File: src/rtl/hazard_pkg.sv
// hazard_pkg: shared state encoding and pipeline constants for the hazard controller
package hazard_pkg;

    typedef enum logic [1:0] {
        ST_RUN      = 2'd0,
        ST_LU_STALL = 2'd1,
        ST_MEM_WAIT = 2'd2
    } state_e;

    localparam logic [31:0] NOP_INST = 32'h00000013;

endpackage

File: src/rtl/hazard_ctrl_sat_counter.sv
// sat_counter: event counter that holds at all-ones instead of wrapping
module sat_counter #(
    parameter int W = 32
) (
    input  logic         clk,
    input  logic         rst,
    input  logic         inc,
    output logic [W-1:0] cnt
);

    logic [W-1:0] cnt_q, cnt_d;

    always_comb cnt_d = (inc && !(&cnt_q)) ? cnt_q + W'(1) : cnt_q;

    always_ff @(posedge clk or posedge rst)
        if (rst) cnt_q <= '0;
        else     cnt_q <= cnt_d;

    assign cnt = cnt_q;

endmodule

File: src/rtl/hazard_ctrl.sv
// hazard_ctrl: load-use stall, memory-wait freeze and branch flush control for the 5-stage pipeline
module hazard_ctrl
    import hazard_pkg::*;
#(
    parameter int CNT_W = 32
) (
    input  logic             clk,
    input  logic             rst,
    input  logic [4:0]       id_rs1,
    input  logic [4:0]       id_rs2,
    input  logic             id_use_rs1,
    input  logic             id_use_rs2,
    input  logic             ex_mem_read,
    input  logic [4:0]       ex_rd,
    input  logic             mem_branch_taken,
    input  logic             dmem_busy,
    output logic             pc_write,
    output logic             if_id_write,
    output logic             id_ex_write,
    output logic             ex_mem_write,
    output logic             if_id_flush,
    output logic             id_ex_flush,
    output logic             ex_mem_flush,
    output logic [CNT_W-1:0] stall_cnt,
    output logic [CNT_W-1:0] flush_cnt,
    output logic [1:0]       state_o
);

    state_e state_q, state_d;
    logic   load_use, stall_inc, flush_inc;

    assign load_use = ex_mem_read && (ex_rd != 5'd0) &&
                      ((id_use_rs1 && id_rs1 == ex_rd) || (id_use_rs2 && id_rs2 == ex_rd));

    // The bubble already inserted by LU_STALL resolves the hazard, so load_use is masked there.
    always_comb begin
        state_d      = ST_RUN;
        pc_write     = 1'b1;
        if_id_write  = 1'b1;
        id_ex_write  = 1'b1;
        ex_mem_write = 1'b1;
        if_id_flush  = 1'b0;
        id_ex_flush  = 1'b0;
        ex_mem_flush = 1'b0;
        stall_inc    = 1'b0;
        flush_inc    = 1'b0;
        if (dmem_busy) begin
            pc_write     = 1'b0;
            if_id_write  = 1'b0;
            id_ex_write  = 1'b0;
            ex_mem_write = 1'b0;
            state_d      = ST_MEM_WAIT;
            stall_inc    = 1'b1;
        end else if (mem_branch_taken) begin
            if_id_flush  = 1'b1;
            id_ex_flush  = 1'b1;
            ex_mem_flush = 1'b1;
            flush_inc    = 1'b1;
        end else if (load_use && state_q != ST_LU_STALL) begin
            pc_write     = 1'b0;
            if_id_write  = 1'b0;
            id_ex_flush  = 1'b1;
            state_d      = ST_LU_STALL;
            stall_inc    = 1'b1;
        end
        if (rst) begin
            pc_write     = 1'b0;
            if_id_write  = 1'b0;
            id_ex_write  = 1'b0;
            ex_mem_write = 1'b0;
            if_id_flush  = 1'b0;
            id_ex_flush  = 1'b0;
            ex_mem_flush = 1'b0;
        end
    end

    always_ff @(posedge clk or posedge rst)
        if (rst) state_q <= ST_RUN;
        else     state_q <= state_d;

    assign state_o = state_q;

    sat_counter #(.W(CNT_W)) u_stall_cnt (
        .clk (clk),
        .rst (rst),
        .inc (stall_inc),
        .cnt (stall_cnt)
    );

    sat_counter #(.W(CNT_W)) u_flush_cnt (
        .clk (clk),
        .rst (rst),
        .inc (flush_inc),
        .cnt (flush_cnt)
    );

endmodule
File: config.mk
export PLATFORM = sky130hd
export DESIGN_NAME = hazard_ctrl
export DESIGN_NICKNAME = d
export VERILOG_FILES = /design/src/rtl/hazard_pkg.sv /design/src/rtl/hazard_ctrl_sat_counter.sv /design/src/rtl/hazard_ctrl.sv
export SDC_FILE = /design/constraint.sdc
export NUM_CORES = 1
export LEC_CHECK = 0
export CAP_MARGIN = 5
export CORE_UTILIZATION = 40
export CTS_CLUSTER_DIAMETER = 100
export DETAILED_ROUTE_END_ITERATION = 12
export GPL_ROUTABILITY_DRIVEN = 0
export GPL_TIMING_DRIVEN = 0
export HOLD_SLACK_MARGIN = 0.02
export MAX_ROUTING_LAYER = met4
export PLACE_DENSITY = 0.72
export SYNTH_ARGS = -nofsm -noshare
export SYNTH_HDL_FRONTEND = slang
export SYNTH_HIERARCHICAL = 1
export SYNTH_SLANG_ARGS = --single-unit
File: constraint.sdc
create_clock -name clk -period 3.11 [get_ports clk]
set_clock_uncertainty 0.15 [all_clocks]
set_input_delay 0.4665 -clock clk [delete_from_list [all_inputs] [get_ports clk]]
set_output_delay 0.4665 -clock clk [all_outputs]
set_load 0.01 [all_outputs]
* Yosys cells after proc, flatten, opt, wreduce, memory -nomap -nowiden
Cells that the tools add are included.
Word-level totals: flip-flop bits (word level) 66, output and inout bits 73, logic and storage cells 39, input bits 22
Cells by class: multiplexer cells 18, reduce and logical (&&, ||, !) cells 13, $add $sub $neg 2, equality and inequality tests 3
Operator list (count):
- adder 32 x 1 -> 32 bit (second input constant) | 2
- AND reduction 32 bit | 2
- two-way mux 1 bit | 17
- equality test 5 bit | 2
- logical AND 1 bit | 7
- nonzero test 5 bit | 1
- logical NOT 1 bit | 2
- two-way mux 2 bit | 1
- != test 2 x 1 -> 1 bit (second input constant) | 1
- logical OR 1 bit | 1

* Depth between registers and ports, before layout
depth in word-level cells 9, mapped depth 9, mapped depth without buffers 9

* By module
The synthesis kept the hierarchy.
By module, submodules not included:
- sat_counter (u_stall_cnt) | sequential area each 800.8 um2, area each 1665.3 um2, instances 1, cells each 155
- sat_counter (u_flush_cnt) | sequential area each 800.8 um2, area each 1602.8 um2, instances 1, cells each 147
- hazard_ctrl | sequential area each 50.0 um2, area each 276.5 um2, instances 1, cells each 32

* Worst setup path before layout
No wires, ideal clock.
path kind input -> register, from in ex_rd[1], to reg u_stall_cnt.cnt_q[23], in the netlist u_stall_cnt/cnt[23], path buffers 0, slack 0.542 ns, data required time 2.830 ns, setup time 0.130 ns, arrival time 2.289 ns, cell stages on the path 9, cells stage by stage or4_1 -> o221ai_2 -> or2_2 -> o21bai_1 -> and3_1 -> and3_1 -> nand3_1 -> nor3_2 -> xor2_1
Between the ends: longest elaborated chain between the ends 9, elaborated cells between the ends (all ways) 13, those cells by class eq/ne: 2; mux: 3; reduce/logical: 8
Ends and longest elaborated chain:
- start, declared | line hazard_ctrl.sv:14 | input logic [4:0] ex_rd,
- equality test 5 bit | line hazard_ctrl.sv:33 | ((id_use_rs1 && id_rs1 == ex_rd) || (id_use_rs2 && id_rs2 == ex_rd));
- logical AND 1 bit | line hazard_ctrl.sv:33
- logical OR 1 bit | line hazard_ctrl.sv:33
- logical AND 1 bit (*) | line hazard_ctrl.sv:32 | assign load_use = ex_mem_read && (ex_rd != 5'd0) &&
- logical AND 1 bit (*) | line hazard_ctrl.sv:59 | end else if (load_use && state_q != ST_LU_STALL) begin
- two-way mux 1 bit (*) | line hazard_ctrl.sv:59
- two-way mux 1 bit (*) | line hazard_ctrl.sv:54 | end else if (mem_branch_taken) begin
- two-way mux 1 bit (*) | line hazard_ctrl.sv:47 | if (dmem_busy) begin
- net stall_inc | line hazard_ctrl.sv:30 | logic load_use, stall_inc, flush_inc;
- logical AND 1 bit (*) | line hazard_ctrl_sat_counter.sv:13 | always_comb cnt_d = (inc && !(&cnt_q)) ? cnt_q + W'(1) : cnt_q;
- end signal, assigned | line hazard_ctrl_sat_counter.sv:17 | else cnt_q <= cnt_d;
- end, declared | line hazard_ctrl_sat_counter.sv:11 | logic [W-1:0] cnt_q, cnt_d;
The timed path passes the listed nets; every way through them passes the cells marked *. A chain may end at the register's enable or synchronous reset.

* Final worst setup path
from in id_rs1[3], to out pc_write
Between the ends: longest elaborated chain between the ends 9
Ends and longest elaborated chain:
- start, declared | line hazard_ctrl.sv:9 | input logic [4:0] id_rs1,
- equality test 5 bit | line hazard_ctrl.sv:33
- logical AND 1 bit | line hazard_ctrl.sv:33
- logical OR 1 bit | line hazard_ctrl.sv:33
- logical AND 1 bit | line hazard_ctrl.sv:32
- logical AND 1 bit | line hazard_ctrl.sv:59
- two-way mux 1 bit | line hazard_ctrl.sv:59
- two-way mux 1 bit | line hazard_ctrl.sv:54
- two-way mux 1 bit | line hazard_ctrl.sv:47
- two-way mux 1 bit | line hazard_ctrl.sv:66 | if (rst) begin
- end, declared | line hazard_ctrl.sv:17 | output logic pc_write,
No other way between the ends.

==> flow_metrics.tcl <==
set metrics [dict create \
    layout-drive-gt1-share 0.1256 \
    use_met1 0.2456 \
    ys_warn_count 6 \
    cts_tree "yes" \
    synth.top_cell.area_share 0.4659 \
    final_util 0.5837 \
    drt_iter0_drc 88 \
    area_delta_synth_final_pct 38.02 \
    ys.flop_type "dfrtp_1" \
    holdWs_ns 0.2480 \
    final.period_utilization 0.9837 \
    tightest_slew_ns 0.6358 \
    cp.arrival_ns 2.44 \
    p_clk_frac 0.332 \
    synth_edf_count 0 \
    netlist_area_sq_mm 0.003545 \
    hpwl_mm 6.264 \
    cts_made_buffers 9 \
    syn_avg_cell_area_sq_um 10.61 \
    fin_nets 465 \
    slowest_stage "clkdlybuf4s50_1" \
    worst-path-buf-inv 3 \
    slew_viol_final 0 \
    status "finished clean" \
    cts.sinks 66 \
    maxCapViolations 0 \
    io-pin-count 95 \
    fin_crit_ns 3.059 \
    die_area_sq_mm 0.009242 \
    grt_usage 0.2017 \
    max_freq_mhz 326.9 \
    grt_util_met3 0.04107 \
    vdd_drop_max_mv 0.3909 \
    overflow 0 \
    placed_cells 533 \
    io_buffers 94 \
    synth_cells 334 \
    cp-start-kind "input pin" \
    yosysTopAreaCell "dfrtp_1" \
    setup_viol 0 \
    hold_viol 0 \
    final_cell_mix "88 x clkdlybuf4s50_1, 66 x dfrtp_1, 35 x xor2_1" \
    cts-root-buf "clkbuf_8" \
    fillers 725 \
    drt-pass1-iter-count 4 \
    vias_per_cell 5.414 \
    n_antenna_cell 0 \
    cp-end-kind "output port" \
    fp.dieH_um 96.14 \
    synth_cell_types 53 \
    clkLatencyLatePin_ns 0.34 \
    syn-num-nets 358 \
    yosysSeqAreaShare 0.4659 \
    post_cts_buffers 0 \
    wl_per_cell_um 15.54 \
    rows 33 \
    power_leakage_nw 2.086 \
    fin_cells 551 \
    dpl_worst_slack_ns -0.4442 \
    antenna_found_initial 0 \
    setup_slack_ns 0.05070 \
    final_area_sq_mm 0.004892 \
    path_delay_family "buffers and inverters" \
    netSwitchingPower_w 0.0006466 \
    grt_max_degree 33 \
    p_sw_frac 0.2876 \
    start_util 0.4229 \
    async_reset_ff_frac 1.000 \
    grt_pass1_vias 2900 \
    p_seq_frac 0.472 \
    ant_nets 0 \
    synthTopCellsByArea "dfrtp_1 47%, xor2_1 8.6%, xnor2_1 8.4%" \
    grt_pass1_wl_mm 13.83 \
    p_comb_frac 0.195 \
    power_density_mw_per_mm2 459.5 \
    use_met2 0.3327 \
    htree_levels 3 \
    critical_path.most_common_cell "clkdlybuf4s50_1" \
    cts_buffer_depth 2 \
    final_common_cell "clkdlybuf4s50_1" \
    vias 2983 \
    ys_seq_elements 66 \
    crit_type "in2out" \
    core_area_sq_mm 0.008382 \
    drcViolationCount 0 \
    worstPathMaxFanout 4 \
    p_int_w 0.001601 \
    grt-busiest-layer "met2" \
    die_x_um 96.14 \
    wirelength_mm 8.560 \
    path_cells "clkdlybuf4s50_1 > xor2_1 > nor4_2 > a32oi_2 > o21a_1 > buf_4 > clkdlybuf4s50_1" \
    hold_buffers 0 \
    hold_path.class "in2async" \
    cp.required_ns 2.49 \
    place_area_sq_mm 0.004617 \
    max_slew_margin 0.5754 \
    critPathMaxStageDelay_ns 0.47 \
    clkTransAtPathRegs_ns 0.07 \
]
## synth_stat cells, types with 3 or more instances
library cell   n
nor2_1        17
and3_1         8
xnor2_1       34
dfrtp_1       66
nor3_2         9
buf_4          3
nor4_1         6
nand4_1       23
xor2_1        35
inv_1         10
nand2_1       26
and4_1         7
nor3_1        12
nand3_1       28
## stage by stage
stage / TNS, ns / power, W
finish: 0 / 0.002248
global route: -0.001027 / 0.002363
CTS: -0.06462 / 0.002254
detailed placement: -5.709 / 0.001507
global placement: -4.348 / 0.001495
floorplan: 0 / 0.001249
## flip-flops by register name, summed over array words and instances, names as in the netlist
signal and flops:
state_o 2, u_flush_cnt/cnt 32, u_stall_cnt/cnt 32
## final cells by class
class	count	area [sq um]	area share
Clock buffer	11	151.4	0.03095
Multi-Input combinational cell	249	1812	0.3703
Sequential cell	66	1652	0.3376
Timing Repair Buffer	96	992.2	0.2028
Clock inverter	5	52.55	0.01074
Buffer	9	63.81	0.01304
Inverter	10	37.54	0.007673
Tap cell	105	131.4	0.02685
## repair_timing
item,CTS,global route
setup endpoints to repair,10,6
resized for setup,6,4
cloned,0,0
pin swaps,0,2
## worst paths after layout
| kind | end | cells after the start | slack (ns) | from |
|---|---|---|---|---|
| hold reg to reg | u_flush_cnt/cnt[31]$_DFFE_PP0P_ | 1 | 0.35 | u_flush_cnt/cnt[31]$_DFFE_PP0P_ |
| max in group asynchronous | u_stall_cnt/cnt[15]$_DFFE_PP0P_ | 3 | 1.93 | rst |
| setup / recovery | pc_write | 7 | 0.05 | id_rs1[3] |
| setup reg to reg | u_stall_cnt/cnt[23]$_DFFE_PP0P_ | 9 | 0.63 | state_o[0]$_DFF_PP0_ |
| hold / removal | state_o[1]$_DFF_PP0_ | 2 | 0.25 | rst |
| min in group clk | u_flush_cnt/cnt[31]$_DFFE_PP0P_ | 1 | 0.35 | u_flush_cnt/cnt[31]$_DFFE_PP0P_ |
## power groups by stage
| stage | Clock [W] | Sequential, W | Combinational, W |
|---|---|---|---|
| finish | 0.000747 | 0.00106 | 0.000439 |
| global route | 0.000807 | 0.00108 | 0.000478 |
| CTS | 0.000761 | 0.00106 | 0.000433 |
| detailed placement | 0 | 0.00108 | 0.000432 |
| global placement | 0 | 0.00107 | 0.000423 |
| floorplan | 0 | 0.00109 | 0.000164 |
## routing by layer
metal,share of wire,up-vias
li1,-,1411
met1,0.43,1461
met2,0.51,96
met3,0.048,15
met4,0.014,0
met5,0,-
## kinds of logic (layout without fill, tap and decap cells)
family	after synthesis	in the layout	share of synthesized area
adders and majority gates	2	2	0.007059
buffers and inverters	19	131	0.02859
xor gates and xnor gates	69	69	0.1705
DFF	66	66	0.4659
muxes	3	3	0.009177
AOI/OAI and AO/OA	16	16	0.04554
and+or+nand+nor	159	159	0.2732
Note: power is estimated with default switching activity, not from simulation.
